File: config.mk
export PLATFORM = sky130hd
export DESIGN_NAME = alu_mc
export DESIGN_NICKNAME = d
export VERILOG_FILES = /design/src/rtl/alu_mc_pkg.sv /design/src/rtl/alu_mul_seq.sv /design/src/rtl/alu_mc.sv
export SDC_FILE = /design/constraint.sdc
export NUM_CORES = 1
export LEC_CHECK = 0
export BUFFER_PORTS_ARGS = -buffer_cell sky130_fd_sc_hd__buf_2
export CAP_MARGIN = 20
export CORE_MARGIN = 10
export CORE_UTILIZATION = 30
export DETAILED_ROUTE_END_ITERATION = 6
export GPL_ROUTABILITY_DRIVEN = 0
export PLACE_DENSITY_LB_ADDON = 0.1
export SKIP_CTS_REPAIR_TIMING = 1
export SLEW_MARGIN = 25
export SYNTH_ARGS = -nofsm -noshare
export SYNTH_HDL_FRONTEND = slang
export SYNTH_SLANG_ARGS = --single-unit
File: constraint.sdc
create_clock -name clk -period 2.89 [get_ports clk]
set_input_delay 0.1445 -clock clk [delete_from_list [all_inputs] [get_ports clk]]
set_output_delay 0.1445 -clock clk [all_outputs]
set_load 0.01 [all_outputs]
File: src/rtl/alu_mc_pkg.sv
// Shared opcode encoding and controller state type for the multi-cycle ALU and its decode partner.
package alu_mc_pkg;

    localparam int unsigned OPCODE_W = 3;

    typedef enum logic [OPCODE_W-1:0] {
        ALU_ADD = 3'd0,
        ALU_ADC = 3'd1,
        ALU_SUB = 3'd2,
        ALU_AND = 3'd3,
        ALU_OR  = 3'd4,
        ALU_XOR = 3'd5,
        ALU_SHL = 3'd6,
        ALU_MUL = 3'd7
    } alu_op_e;

    typedef enum logic {
        ST_IDLE = 1'b0,
        ST_MUL  = 1'b1
    } alu_state_e;

endpackage

File: src/rtl/alu_mul_seq.sv
// Iterative shift-add multiplier: one partial product per cycle, done pulses after WIDTH steps.
module alu_mul_seq #(
    parameter int unsigned WIDTH = 4
) (
    input  logic                 clk,
    input  logic                 reset,
    input  logic                 start,
    input  logic [WIDTH-1:0]     a,
    input  logic [WIDTH-1:0]     b,
    output logic                 busy,
    output logic                 done,
    output logic [2*WIDTH-1:0]   product
);

    localparam int unsigned PROD_W = 2 * WIDTH;
    localparam int unsigned CNT_W  = $clog2(WIDTH + 1);

    logic [PROD_W-1:0] a_sh;
    logic [WIDTH-1:0]  b_sh;
    logic [CNT_W-1:0]  cnt;

    // Multiplicand shifts left while the multiplier is consumed LSB first.
    always_ff @(posedge clk or posedge reset) begin
        if (reset) begin
            a_sh    <= '0;
            b_sh    <= '0;
            cnt     <= '0;
            busy    <= 1'b0;
            done    <= 1'b0;
            product <= '0;
        end else begin
            done <= 1'b0;
            if (start) begin
                a_sh    <= PROD_W'(a);
                b_sh    <= b;
                cnt     <= '0;
                busy    <= 1'b1;
                product <= '0;
            end else if (busy) begin
                if (b_sh[0]) begin
                    product <= product + a_sh;
                end
                a_sh <= a_sh << 1;
                b_sh <= b_sh >> 1;
                cnt  <= cnt + CNT_W'(1);
                if (cnt == CNT_W'(WIDTH - 1)) begin
                    busy <= 1'b0;
                    done <= 1'b1;
                end
            end
        end
    end

endmodule

File: src/rtl/alu_mc.sv
// Multi-cycle ALU: single-cycle arithmetic/logic ops plus an optional iterative multiplier.
module alu_mc
    import alu_mc_pkg::*;
#(
    parameter int unsigned WIDTH  = 4,
    parameter bit          MUL_EN = 1'b1
) (
    input  logic                 clk,
    input  logic                 reset,
    input  logic                 op_valid_in,
    output logic                 op_ready_out,
    input  logic [OPCODE_W-1:0]  opcode_in,
    input  logic [WIDTH-1:0]     data_0_in,
    input  logic [WIDTH-1:0]     data_1_in,
    output logic                 result_valid_out,
    output logic [WIDTH-1:0]     data_out,
    output logic                 carry_out,
    output logic                 zero_out
);

    alu_state_e            state_q, state_d;
    alu_op_e               op_c;
    logic                  accept_c;
    logic [WIDTH:0]        sum_c;
    logic [WIDTH-1:0]      alu_r_c;
    logic                  alu_cy_c;
    logic                  mul_start_c;
    logic                  load_c;
    logic [WIDTH-1:0]      res_c;
    logic                  cy_c;
    logic                  mul_busy;
    logic                  mul_done;
    logic [2*WIDTH-1:0]    mul_product;

    assign op_c     = alu_op_e'(opcode_in);
    assign accept_c = op_valid_in && op_ready_out;

    // Single-cycle datapath; MUL falls to zero here, which is the MUL_EN=0 result.
    always_comb begin
        sum_c    = '0;
        alu_r_c  = '0;
        alu_cy_c = 1'b0;
        case (op_c)
            ALU_ADD: begin
                sum_c    = {1'b0, data_0_in} + {1'b0, data_1_in};
                alu_r_c  = sum_c[WIDTH-1:0];
                alu_cy_c = sum_c[WIDTH];
            end
            ALU_ADC: begin
                sum_c    = {1'b0, data_0_in} + {1'b0, data_1_in} + (WIDTH+1)'(carry_out);
                alu_r_c  = sum_c[WIDTH-1:0];
                alu_cy_c = sum_c[WIDTH];
            end
            ALU_SUB: begin
                sum_c    = {1'b0, data_0_in} - {1'b0, data_1_in};
                alu_r_c  = sum_c[WIDTH-1:0];
                alu_cy_c = sum_c[WIDTH];
            end
            ALU_AND: alu_r_c = data_0_in & data_1_in;
            ALU_OR:  alu_r_c = data_0_in | data_1_in;
            ALU_XOR: alu_r_c = data_0_in ^ data_1_in;
            ALU_SHL: begin
                alu_r_c  = {data_0_in[WIDTH-2:0], 1'b0};
                alu_cy_c = data_0_in[WIDTH-1];
            end
            default: begin
                alu_r_c  = '0;
                alu_cy_c = 1'b0;
            end
        endcase
    end

    if (MUL_EN) begin : g_mul
        alu_mul_seq #(.WIDTH(WIDTH)) u_mul (
            .clk     (clk),
            .reset   (reset),
            .start   (mul_start_c),
            .a       (data_0_in),
            .b       (data_1_in),
            .busy    (mul_busy),
            .done    (mul_done),
            .product (mul_product)
        );
    end else begin : g_no_mul
        assign mul_busy    = 1'b0;
        assign mul_done    = 1'b0;
        assign mul_product = '0;
    end

    always_ff @(posedge clk or posedge reset) begin
        if (reset) begin
            state_q <= ST_IDLE;
        end else begin
            state_q <= state_d;
        end
    end

    // Next state and result-load select.
    always_comb begin
        state_d     = state_q;
        mul_start_c = 1'b0;
        load_c      = 1'b0;
        res_c       = alu_r_c;
        cy_c        = alu_cy_c;
        case (state_q)
            ST_IDLE: begin
                if (accept_c) begin
                    if (op_c == ALU_MUL && MUL_EN) begin
                        mul_start_c = 1'b1;
                        state_d     = ST_MUL;
                    end else begin
                        load_c = 1'b1;
                    end
                end
            end
            ST_MUL: begin
                if (mul_done && !mul_busy) begin
                    load_c  = 1'b1;
                    res_c   = mul_product[WIDTH-1:0];
                    cy_c    = |mul_product[2*WIDTH-1:WIDTH];
                    state_d = ST_IDLE;
                end
            end
            default: state_d = ST_IDLE;
        endcase
    end

    // Result and flags only move when a result lands; otherwise held.
    always_ff @(posedge clk or posedge reset) begin
        if (reset) begin
            data_out         <= '0;
            carry_out        <= 1'b0;
            zero_out         <= 1'b1;
            result_valid_out <= 1'b0;
            op_ready_out     <= 1'b1;
        end else begin
            result_valid_out <= load_c;
            op_ready_out     <= (state_d == ST_IDLE);
            if (load_c) begin
                data_out  <= res_c;
                carry_out <= cy_c;
                zero_out  <= (res_c == '0);
            end
        end
    end

endmodule

* Yosys cells after proc, flatten, opt, wreduce, memory -nomap -nowiden
Cells that the tools add are included.
Word-level totals: logic and storage cells 69, register bits 34, output and inout port bits 8
Operators by class: $add $sub $neg 5, eq/ne operators 8, reductions and logical operators 9, muxes and demuxes 30, bitwise gates (word level) 5
Operator list (count):
- 8-bit two-way mux | 5
- 4-bit case mux with 7 select lines | 1
- 4-bit two-way mux | 4
- 1-bit two-way mux | 15
- 3-bit == test, second input constant | 4
- 3-bit by 2-bit == test with 1-bit output, second input constant | 3
- 8-bit adder | 1
- 3-bit two-way mux | 2
- 4-bit by 4-bit adder with 5-bit output | 1
- 5-bit by 1-bit adder with 5-bit output | 1
- 4-bit by 4-bit subtractor with 5-bit output | 1
- 4-bit AND | 1
- 4-bit zero test | 1
- 4-bit OR | 1
- 1-bit case mux with 2 select lines | 2
- 1-bit case mux with 4 select lines | 1
- 2-bit nonzero test | 2
- 4-bit OR reduction | 1
- 4-bit bitwise XOR | 1
- 3-bit by 1-bit adder with 3-bit output, second input constant | 1
- 3-bit by 1-bit == test with 1-bit output, second input constant | 1
- 3-bit zero test | 1
- 1-bit logical AND | 2
- 1-bit inverter | 2
- other kinds (2) | 2

* Depth between registers and ports, before layout
Gate-level depths: netlist of run 1.
depth after elaboration 6, mapped depth 10, mapped depth without buffers 10

* Cells and area by module
A second synthesis of run 1 with hierarchy kept.
Unflattened totals: cells, all modules 273, area, all modules 2501.1 sq um
By module, submodules not included:
- alu_mul_seq | cells an instance 137, area an instance 1396.3 sq um, instances 1
- alu_mc | cells an instance 136, area an instance 1104.8 sq um, instances 1

* Worst setup path before layout of run 1
No wires, ideal clock.
path kind register -> register, start point reg g_mul.u_mul.a_sh[0], end point reg g_mul.u_mul.product[6], stages on the path, launching flop included 9, setup slack 0.832 ns, arrival time 1.938 ns, library setup time 0.120 ns, required time 2.770 ns, cell sequence dfrtp_1 > ha_1 > fa_1 > a21o_1 > a21oi_1 > o21bai_1 > a2111o_1 > o21ai_1 > nor2_1
Between the ends: longest elaborated chain between the ends 4
Ends and longest elaborated chain:
- start: declaration | line alu_mul_seq.sv:18 | logic [PROD_W-1:0] a_sh;
- start signal: assignment | line alu_mul_seq.sv:34 | a_sh <= PROD_W'(a);
- start signal: assignment | line alu_mul_seq.sv:43 | a_sh <= a_sh << 1;
- 8-bit adder | line alu_mul_seq.sv:41 | product <= product + a_sh;
- 8-bit two-way mux | line alu_mul_seq.sv:40 | if (b_sh[0]) begin
- 8-bit two-way mux | line alu_mul_seq.sv:39 | end else if (busy) begin
- 8-bit two-way mux | line alu_mul_seq.sv:33 | if (start) begin
- end signal: assignment | line alu_mul_seq.sv:41
- end: declaration | line alu_mul_seq.sv:12 | output logic [2*WIDTH-1:0] product
Every way passes these cells. The select of a mux whose other input is x is not followed. A chain may end at the register's enable or synchronous reset.

* Worst setup path in the final report of run 1
Ends and elaborated chain as after synthesis.

==> summary by stage, run 1 <==
Setup path
STA puts the critical path data arrival time at 2.36 ns. Measured in cells, the most critical reg-to-reg path has a length of 8. The critical path's largest stage delay is 0.41 ns. STA classifies the critical path endpoint as a register. The flop-to-flop setup slack is 0.71 ns. Together, buffers and inverters on the worst path number 0. Among all stages on the critical path, the largest delay is contributed by dfrtp_1. The worst setup path is launched from a register. The critical path required time is 3.07 ns.

The cell family contributing the most delay on the critical path is compound AO/OA/AOI/OAI gates. The worst register-to-register path ends at g_mul.u_mul.product[6]. Along the worst path, the maximum fanout reaches 3. Walking the worst path, the cells encountered are ha_1, fa_1, a21o_1, a21oi_1, o21bai_1, a2111o_1, o21ai_1, nor2_1. In this run the critical register-to-register path is launched from g_mul.u_mul.a_sh[0]. The kind of critical path is register to register.

Global routing
The met3 global-route usage is 0.0205. The global-route track usage on met1 is 0.125. The maximum number of pins on one net before global-route repair is 35.

The total track usage is 0.105. Summed over all layers, the global routing overflow is 0. The layer flagged by global routing as most heavily used is met2. For this run, global-route usage on met2 was measured as 0.177. The via count of the first global-routing pass is 1855. The global-route wire length before repair is between 9000 and 10000 um.

The number of antenna violations at the first check in global routing was 0.

STA
Setup repair after global routing left no endpoint under its margin. For the pin with the worst max-slew slack, the measured transition is 0.461 ns. Static timing analysis puts the maximum clock frequency at 0.459 GHz. The clock arrives with 0.00891 ns of skew. The final count of pins violating max slew came to 0. The smallest clock period supported by the final layout is computed as 2.18 ns. In the finished design, the share of the clock period the worst path needs comes to 0.754. Summed over all failing endpoints, the final setup total negative slack is 0 ns. Setup slack closes at 0.712 ns. Headroom to the max-slew limit came out at 0.693. Setup violations remaining at the end of the flow were counted as 0. The number of hold violations in the final report was 0.

Yosys
The Yosys step of the flow raised 0 warnings. In this run, synthesis produced a sequential element count of 34. The post-synthesis instance area is 0.00242 sq mm. Counting every net in the synthesized netlist gives 307.

The average instance in the mapped netlist occupies 9.05 sq um. The number of distinct standard cells referenced by the synthesized netlist is 53. In the synthesized netlist, the number of instances is 267. The portion of the post-synthesis area used by sequential elements is 0.353.

In this run, synthesis inferred 0 flip-flops with an integrated enable. After synthesis, the share of flip-flops with an asynchronous set or reset is 1.00. In the synthesized netlist the dominant register cell turns out to be dfrtp_1.

Pwr
The power share of the combinational group is 0.411. The worst ir drop on vdd is roughly 0.27 mV. Of the total power, the share spent switching nets is 0.390. The power per unit of standard cell area is 731 mW/mm^2. After layout, the design draws a total of slightly below 2 mW. The internal power of the cells totals about 1.2 mW. Of the total power, the clock network draws 0.176. For this design the static power due to leakage is 1.25 nW. Of the total power, registers draw 0.412.

The analysis attributes to net switching a power of 0.773 mW.

Clock network
The H-tree was split into 2 levels. The clock transition at the registers of the reported paths is 0.08 ns. The cell at the root of the clock tree is clkbuf_8. No sink is reached through more buffers than the 2 on the longest clock path. TritonCTS built the clock tree. The clock drives 34 sinks.

The number of clock buffers added by TritonCTS is 5. The insertion delay of the later-clocked pin in the worst-skew pair is 0.29 ns.

Final layout
The post-layout net count is 329. The final-layout fill cell count is 841. In the layout the commonest cells are 32 x dfrtp_1, 31 x nor2_1, 30 x nand2_1.

Relative to the synthesized area, the layout overhead comes to 12.1%. In the final layout, the share of cells above drive strength 1 is 0.172. Leaving out fill and tap cells, the most frequent cell in the layout is dfrtp_1. The final antenna diode count is 0.

Drt
The first-pass detailed-route iteration total is 4. The via count normalized by instance count is 4.88. The number of vias after detailed routing is 1914.

The detailed router finished its first iteration with 44 violations. In this run the remaining antenna-violating nets after routing total 0. After detailed routing, the average wire length per cell comes to 15.4 um. After detailed routing, the total wire length is 6040 um.

The remaining routing DRC violations is 0.

Die
The I/O pin count is 22. The horizontal die dimension is 110 um. Row generation in the floorplan step produced 32 rows.

The vertical die dimension is 110 um. The core outline area is 0.00777 sq mm. The floorplan die area is 0.0120 sq mm. For this configuration, the core starts out at a cell density of 0.311.

Outcome
The run finished with clean final reports.

Worst hold path
The min-delay analysis places its worst path in the category primary input to register. The worst hold path terminates at g_mul.u_mul.b_sh[2]. The source of the worst hold timing path is data_1_in[2].

The worst hold path passes through 3 cells.

Placed design
Detailed placement finished with a half-perimeter wire length of 4550 um. OpenSTA, run right after detailed placement, puts the worst setup slack at roughly 0.66 ns. In this run the tool buffered the top-level ports with 21 buffer cells.

Run
The reported max-cap violation count is 0.
## routing by layer
metal / share of wire / vias up
li1: - / 969
met1: 0.46 / 907
met2: 0.48 / 29
met3: 0.030 / 9
met4: 0.023 / 0
met5: 0 / -
## cell type report
cell class                 count  area [sq um]  area share
tap                          102           128      0.0471
timing repair buffer          25           138      0.0508
inverter                      18          67.6      0.0249
multi-input combinational    205          1440       0.532
clock inverter                 2          10.0     0.00370
sequential                    34           853       0.315
clock buffer                   6          72.6      0.0268
## tightest hold or removal path, delay by kind of cell
kind	cells	cell delay, ns
buf+inv	1	0.11
simple gates	1	0.05
compound gates	1	0.07
## through the flow
stage          std cells  instance area [sq um]  hold slack [ns]   util
4_1_cts              391                   2700          -0.0392  0.347
5_1_grt              392                   2710            0.128  0.349
6_report             392                   2710            0.123  0.349
2_1_floorplan        267                   2420            0.261      -
3_3_place_gp         383                   2620            0.275  0.337
3_5_place_dp         383                   2620            0.275  0.337
## cell usage after synthesis, types with 3 or more instances
cell type  number  area (sq um)
a211oi_1        4          30.0
fa_1            3          60.1
dfrtp_1        32           801
nor3_1          5          25.0
and2_1          3          18.8
o21ai_0        15          75.1
nor2_1         31           116
nand3_1         7          35.0
mux2i_1        11           110
ha_1           23           288
inv_1          16          60.1
o21bai_1        4          30.0
nand2_1        30           113
o22ai_1         3          18.8
xnor2_1         7          61.3
buf_2           6          30.0
a21oi_1        15          75.1
o21ai_1         5          25.0
a22oi_1         3          22.5
## registers in the layout (all words and copies together) (netlist names)
name	cells
carry_out	1
g_mul.u_mul.b_sh	4
zero_out	1
g_mul.u_mul.cnt	3
result_valid_out	1
data_out	4
state_q	1
g_mul.u_mul.product	8
g_mul.u_mul.busy	1
op_ready_out	1
g_mul.u_mul.done	1
g_mul.u_mul.a_sh	8
## cells by family after synthesis
| group | synth area share |
|---|---|
| and+or+nand+nor | 0.177 |
| AOI/OAI and AO/OA | 0.171 |
| DFF | 0.353 |
| buffers and inverters | 0.0528 |
| adders and majority gates | 0.144 |
| muxes | 0.0564 |
| xor gates and xnor gates | 0.0461 |
## power by group through the flow
stage               clock [mW]  combinational (mW)  sequential, mW
floorplan                    0               0.615           0.802
global placement             0               0.819           0.828
detailed placement           0               0.824           0.830
finish                   0.349               0.815           0.816
global route             0.379               0.932           0.848
CTS                      0.363               0.829           0.821
## worst max path at each step
stage                         from                endpoint  slack [ns]  cells after the start
6_report       g_mul.u_mul.a_sh[0]  g_mul.u_mul.product[6]        0.71                      8
5_1_grt        g_mul.u_mul.a_sh[0]  g_mul.u_mul.product[6]        0.61                      8
3_3_place_gp          data_0_in[0]               carry_out        0.69                      9
4_1_cts        g_mul.u_mul.a_sh[0]  g_mul.u_mul.product[6]        0.69                      8
2_1_floorplan  g_mul.u_mul.a_sh[0]  g_mul.u_mul.product[6]        0.83                      8
3_5_place_dp          data_0_in[0]             data_out[2]        0.66                     10
(Power assumes the default switching activity.)
==> run 2, diff against run 1 <==
Clock period 2.89 ns to 1.8 ns, I/O delays scaled along.
==> run 2 against run 1 <==
The run now ends with setup timing left. Non-clock buffer count grew 43. Via count grew 5.7%. Largest power group is now combinational cells. Die area is the same. Sequential share of layout area shrank 4.3 points.
==> summary by stage, run 2 (synthesis gave the netlist of run 1 again) <==
Outcome
The flow ran to the end, but the final reports show violations. The final reports fail on setup timing.

Clock network
TritonCTS built the clock tree. The number of sinks driven by the clock tree is 34 (unchanged). The total number of H-tree levels was 2 (unchanged). The number of buffers added by the clock tree synthesis step came to 5 (unchanged). The insertion delay of the later-clocked pin in the worst-skew pair is 0.28 ns (about the same). The cell at the root of the clock tree is clkbuf_8. The maximum buffer depth of the clock tree is 2 (unchanged). The clock transition at the registers of the reported paths is 0.07 ns (about the same).

Global routing
The global-route wire length before repair is 10700 um (+9.5%). The via count of the first global-routing pass is 2070 (+12%). The total track usage is 0.111 (+0.00609). The maximum number of pins on one net before global-route repair is 35 (unchanged). The sum of overflow across all layers after global routing is 0 (unchanged).

The number of antenna violations at the first check in global routing is 0 (unchanged).

Setup path
The worst setup path is captured at a register. The worst setup path startpoint is g_mul.u_mul.product[0]. The critical path startpoint category is a register.

The maximum fanout along the worst path came to 2 (-1). The critical path is of the register to register type. The critical path required time is 1.98 ns (-1.09 ns). The startpoint of the most critical register-to-register path is g_mul.u_mul.product[0]. The flop-to-flop setup slack came to -0.16 ns (-0.88 ns).

The arrival time of the worst setup path is 2.14 ns (-0.22 ns).

Drt
The number of vias after detailed routing is 2024 (+5.7%). The first-pass detailed-route iteration total is 4 (unchanged). The number of nets with antenna violations after routing was 0 (unchanged).

The via count normalized by instance count is 4.65 (-4.7%). The total detailed-routing wirelength is 6360 um (+5.3%). The first-iteration detailed-routing DRC count was 61 (+39%). The remaining routing DRC violations is 0 (unchanged). The average routed wire per standard cell is 14.6 um (-5.1%).

Final layout
The largest registers in the layout are g_mul.u_mul.a_sh x8, g_mul.u_mul.product x8. The final-layout fill cell count is 809 (-3.8%). The top cell types in the final layout, fill and taps aside, are 45 x buf_4, 32 x dfrtp_1, 30 x nor2_1. The fraction of layout cells with a size suffix above 1 is 0.309 (+0.137). The final antenna diode count is 0 (unchanged). The leading cell type in the layout, fill and taps excluded is buf_4. The area growth from synthesis to final layout is 30.0%. The number of standard cells in the final layout excluding fillers is 435 (+11%). The register area came to 853 sq um (unchanged). The post-layout net count was 372 (+13%). The area of the multi-input gates is 0.00151 sq mm (+5.0%). The finished layout cell area is 0.00314 sq mm (+16%).

Die
The horizontal die dimension is 110 um (unchanged). The I/O pin count is 22 (unchanged). The floorplan die area is 0.0120 sq mm (unchanged).

The vertical die dimension is 110 um (unchanged). The number of standard-cell rows in the floorplan came to 32 (unchanged). The starting density of the core came to 0.311 (unchanged).

The core outline area came to 0.00777 sq mm (unchanged).

Pwr
The power per unit of standard cell area was 1130 mW/mm^2 (+55%). The worst ir drop on vdd is 0.464 mV (+72%). The overall power of the completed layout was 3.56 mW (+80%). The cell leakage power is 1.49 nW (+19%).

STA
The slew at the pin closest to its max-slew limit was 0.441 ns (-0.0199 ns). The number of hold violations in the final report came to 0 (unchanged). The normalized max-slew margin came to 0.706 (+0.0133).

The minimum clock period was 1.96 ns (-0.214 ns). The final count of negative-setup-slack endpoints is 1 (+1). The final count of pins violating max slew is 0 (unchanged).

The fraction of the cycle the final worst path needs is 1.09 (+0.337). The maximum clock skew at final layout is 0.00261 ns (-0.00630 ns). Setup repair after global routing could not meet its margin everywhere.

The worst hold-check slack is 0.145 ns (+0.0223 ns). The final setup slack of the worst path is -0.164 ns (-0.876 ns). The top achievable clock speed is 0.509 GHz (+11%).

Placed design
The post-placement cell count is 424 (+11%). The post-detailed-placement cell area was 0.00296 sq mm (+13%). The half-perimeter wire length after detailed placement is 4950 um (+8.8%). The number of buffers added on ports is 21 (unchanged).

Run
The reported max-cap violation count is 0 (unchanged).

Worst hold path
The startpoint identified for the worst hold timing path is data_1_in[3]. The class of the most critical hold timing path is primary input to register.
==> run 2: cell count changes in the layout (fill, tap and decap cells not counted), sizes merged <==
| cell | previous run | this run |
|---|---|---|
| buf | 24 | 67 |
| clkbuf | 6 | 7 |
| clkinv | 2 | 1 |
==> run 2: layout make-up <==
class / count / share of cell area
Clock buffer: 7 / 0.0275
Clock inverter: 1 / 0.00159
Inverter: 18 / 0.0215
Multi-Input combinational cell: 205 / 0.481
Sequential cell: 34 / 0.272
Tap cell: 102 / 0.0406
Timing Repair Buffer: 68 / 0.156
==> run 2: worst paths after layout <==
kind                                           to  cells past startpoint
setup / recovery           g_mul.u_mul.product[6]                      8
hold / removal                g_mul.u_mul.b_sh[3]                      4
setup reg to reg           g_mul.u_mul.product[6]                      8
hold reg to reg                       data_out[1]                      2
max in group asynchronous            op_ready_out                      4
min in group asynchronous             data_out[0]                      4
==> run 2: critical path: stages, from the launching register on <==
cell and delay (ns):
dfrtp_1 0.40, ha_2 0.19, fa_2 0.34, a21o_1 0.17, a21oi_2 0.15, o21bai_1 0.11
a2111o_1 0.37, o21ai_1 0.08, nor2_1 0.06
==> run 2: report_power, final <==
part / switching (mW) / leakage [nW] / internal [mW] / total (mW)
Sequential: 0.200 / 0.434 / 1.07 / 1.27
Combinational: 0.834 / 1.01 / 0.854 / 1.69
Clock: 0.288 / 0.0482 / 0.309 / 0.597
Total: 1.32 / 1.49 / 2.23 / 3.56
==> run 2: layer usage <==
| metal | GRT usage | wire length, um |
|---|---|---|
| met5 | 0 | 0 |
| met4 | 0.0167 | 10 |
| met3 | 0.0228 | 186 |
| met2 | 0.187 | 3120 |
| met1 | 0.145 | 3040 |
==> run 2: stage by stage <==
stage	setup TNS (ns)	utilization	setup WS, ns
after CTS	-0.207	0.393	-0.196
after global routing	-0.622	0.404	-0.280
after floorplan	-0.127	-	-0.127
after detailed placement	-1.29	0.381	-0.301
after global placement	-1.24	0.381	-0.255
final	-0.164	0.404	-0.164
==> run 3, diff against run 2 <==
Settings changed: ABC_AREA from default to 1, MAX_ROUTING_LAYER from default to met4.
==> run 3 against run 2 <==
Sequential share of layout area is 0.96 points higher. Synthesized cell count is 28% higher. Wire length is 3.0% higher. Worst hold slack better by 0.012 ns. First-iteration DRC count grew to 2.6 times the previous value. The flow now finishes without violations. Core utilization is 3.5 points lower. Combinational power is 13% lower. Die area is 3.8% higher. Count of clock-buffer cells in the layout stayed put.
==> summary by stage, run 3 <==
Outcome
The run finished with clean final reports.

Global routing
The maximum number of pins on one net before global-route repair came to 35 (unchanged). The global-route wire length before repair is 11000 um (+3.0%). The sum of overflow across all layers after global routing is 0 (unchanged).

The number of antenna violations at the first check in global routing is 0 (unchanged). The via count of the first global-routing pass came to 2206 (+6.6%). The total track usage came to 0.109 (-0.00167).

Run
The reported max-cap violation count was 0 (unchanged).

Drt
The number of nets with antenna violations after routing is 0 (unchanged). The first-pass detailed-route iteration total was 4 (unchanged). The average routed wire per standard cell is 13.3 um (-9.1%). The number of vias after detailed routing is 2258 (+12%). The total detailed-routing wirelength is 6550 um (+3.0%). The via count normalized by instance count was 4.58 (-1.6%).

The first-iteration detailed-routing DRC count is 158 (+160%). The remaining routing DRC violations is 0 (unchanged).

Setup path
The kind of cell with the highest combined delay along the critical path is adder cells. The cell type of the slowest stage on the worst timing path is dfrtp_1. The kind of critical path is register to register. The maximum fanout along the worst path is 2 (unchanged).

The critical path required time is 2.03 ns (+0.05 ns). The arrival time of the worst setup path came to 1.94 ns (-0.20 ns). The worst setup path is captured at a register. The critical path goes through ha_2, fa_2, nand3_2, nand3_2, nand2_2, nand2_2, a21oi_2, xor2_1, nand2_1, nand2_1. The critical path's largest stage delay is 0.39 ns (about the same). The worst setup path is launched from a register. The number of buffers and inverters on the critical path was 0 (unchanged).

STA
The final count of pins violating max slew is 0 (unchanged). Setup repair after global routing could not meet its margin everywhere. The top achievable clock speed was 0.584 GHz (+15%). The fraction of the cycle the final worst path needs came to 0.951 (-0.140). The maximum clock skew at final layout is 0.00901 ns (+0.00641 ns). The number of hold violations in the final report is 0 (unchanged). The accumulated negative setup slack was 0 ns (+0.164 ns). The slew at the pin closest to its max-slew limit came to 0.460 ns (+0.0189 ns). The minimum clock period came to 1.71 ns (-0.251 ns). The normalized max-slew margin was 0.694 (-0.0126).

The final count of negative-setup-slack endpoints is 0 (-1).

Yosys
The library cell occupying the most area in the post-synthesis netlist is dfrtp_1. The number of instances in the synthesized netlist is 342 (+28%). The flip-flop and latch count after synthesis came to 34 (unchanged).

The number of nets in the synthesized netlist was 382 (+24%). Yosys attributes the largest share of cell area to dfrtp_1 32%, nand2_1 14%, ha_1 11%, nand3_1 7.1%, inv_1 4.9%. For this run, the leading register cell type out of synthesis is dfrtp_1.

The portion of the post-synthesis area used by sequential elements is 0.338 (-0.0156). Yosys instantiated no cell more often than nand2_1. The mean instance size in the synthesized netlist is 7.39 sq um (-18%). The number of enable-type register cells in the synthesized netlist is 0 (unchanged). The commonest cells after synthesis are 91 x nand2_1, 36 x nand3_1, 33 x inv_1. The number of distinct standard cells referenced by the synthesized netlist is 30 (-43%). The number of warning messages in the yosys log was 0 (unchanged). The post-synthesis instance area came to 0.00253 sq mm (+4.6%).

The async set or reset register ratio after synthesis is 1.00 (unchanged). The area share of the leading cell type in the synthesized netlist is 0.317 (-0.0146).

Clock network
The clock transition at the registers of the reported paths is 0.07 ns (about the same). The number of buffers added by the clock tree synthesis step is 5 (unchanged). The cell at the root of the clock tree is clkbuf_8. The maximum buffer depth of the clock tree came to 2 (unchanged).

TritonCTS built the clock tree. The insertion delay of the later-clocked pin in the worst-skew pair is 0.29 ns (about the same). The number of sinks driven by the clock tree is 34 (unchanged). The total number of H-tree levels is 2 (unchanged).

Die
The floorplan die area was 0.0125 sq mm (+3.8%). The number of standard-cell rows in the floorplan is 33 (+3.1%). The horizontal die dimension came to 112 um (+1.9%). The vertical die dimension is 112 um (+1.9%). The starting density of the core is 0.308 (-0.00345).

The I/O pin count is 22 (unchanged). The core outline area is 0.00822 sq mm (+5.8%).

Final layout
The area growth from synthesis to final layout is 20.0%. The finished layout cell area is 0.00303 sq mm (-3.4%). The fraction of layout cells with a size suffix above 1 is 0.240 (-0.0696). Leaving out fill and tap cells, the most frequent cell in the layout is nand2_1. The top cell types in the final layout, fill and taps aside, are 88 x nand2_1, 34 x nand3_1, 33 x inv_1. The final-layout fill cell count came to 889 (+9.9%).

The final antenna diode count is 0 (unchanged). The post-layout net count came to 427 (+15%). The largest registers in the layout are g_mul.u_mul.a_sh x8, g_mul.u_mul.product x8.

Pwr
The cell leakage power came to 1.57 nW (+5.1%). The worst ir drop on vdd was 0.343 mV (-26%). The power per unit of standard cell area is 1110 mW/mm^2 (-2.2%).

Placed design
The post-detailed-placement cell area was 0.00287 sq mm (-3.2%). The half-perimeter wire length after detailed placement is 5160 um (+4.2%). The number of buffers added on ports is 21 (unchanged).

Worst hold path
The class of the most critical hold timing path is primary input to register.
-- run 3: changes by cell type in the layout (fill, tap and decap cells not counted), moves of 11 or more --
cell	delta
inv_1	+17
nand3_1	+27
nand2_1	+59
o21ai_0	-12
o21ai_1	+12
buf_4	-20
mux2i_1	-11
-- run 3: final timing paths --
path | from | to | slack, ns | depth (start not counted)
setup / recovery | g_mul.u_mul.product[0] | g_mul.u_mul.product[6] | 0.09 | 10
hold / removal | data_1_in[3] | g_mul.u_mul.b_sh[3] | 0.16 | 3
setup reg to reg | g_mul.u_mul.product[0] | g_mul.u_mul.product[6] | 0.09 | 10
hold reg to reg | zero_out | zero_out | 0.48 | 2
max in group asynchronous | reset | zero_out | 0.99 | 4
min in group asynchronous | reset | g_mul.u_mul.a_sh[6] | 0.44 | 4
-- run 3: per-stage QoR --
step / setup slack (ns) / std cells / hold WS, ns / power (mW) / util
final: 0.0875 / 493 / 0.157 / 3.36 / 0.369
after global routing: -0.106 / 493 / 0.156 / 3.70 / 0.369
after CTS: -0.0508 / 491 / -0.0906 / 3.34 / 0.360
after detailed placement: -0.158 / 483 / 0.223 / 2.73 / 0.349
after global placement: -0.126 / 483 / 0.221 / 2.73 / 0.349
after floorplan: 0.0765 / 342 / 0.208 / 2.29 / -
-- run 3: layout make-up --
| type | instances | area [sq um] | share of cell area |
|---|---|---|---|
| sequential | 34 | 853 | 0.281 |
| multi-input combinational | 254 | 1490 | 0.490 |
| inverter | 45 | 169 | 0.0557 |
| tap | 105 | 131 | 0.0433 |
| clock inverter | 1 | 5.00 | 0.00165 |
| clock buffer | 7 | 86.3 | 0.0285 |
| timing repair buffer | 47 | 303 | 0.0998 |
-- run 3: logic make-up (layout without fill, tap and decap cells) --
kind of cell / count (synthesis) / in the layout / share of synthesized area
AND/OR/NAND/NOR: 179 / 179 / 0.311
buffers and inverters: 54 / 100 / 0.0970
AO/OA/AOI/OAI: 43 / 43 / 0.0955
flip-flops: 34 / 34 / 0.338
adder cells (fa/ha/maj): 26 / 26 / 0.138
XOR/XNOR: 6 / 6 / 0.0208
-- run 3: worst min-delay path, delay by kind of cell --
| family | cells | cell delay (ns) |
|---|---|---|
| AO/OA/AOI/OAI | 1 | 0.14 |
| buffers and inverters | 2 | 0.18 |
-- run 3: power by group --
part,internal [mW],switching (mW)
Clock,0.309,0.286
Combinational,0.636,0.829
Sequential,1.07,0.232
-- run 3: per-layer routing --
layer	track usage	part of all wire	routed length, um
met1	0.153	0.52	3440
met2	0.156	0.42	2740
met3	0.0236	0.047	308
met4	0.0231	0.0098	64
met5	-	0	0
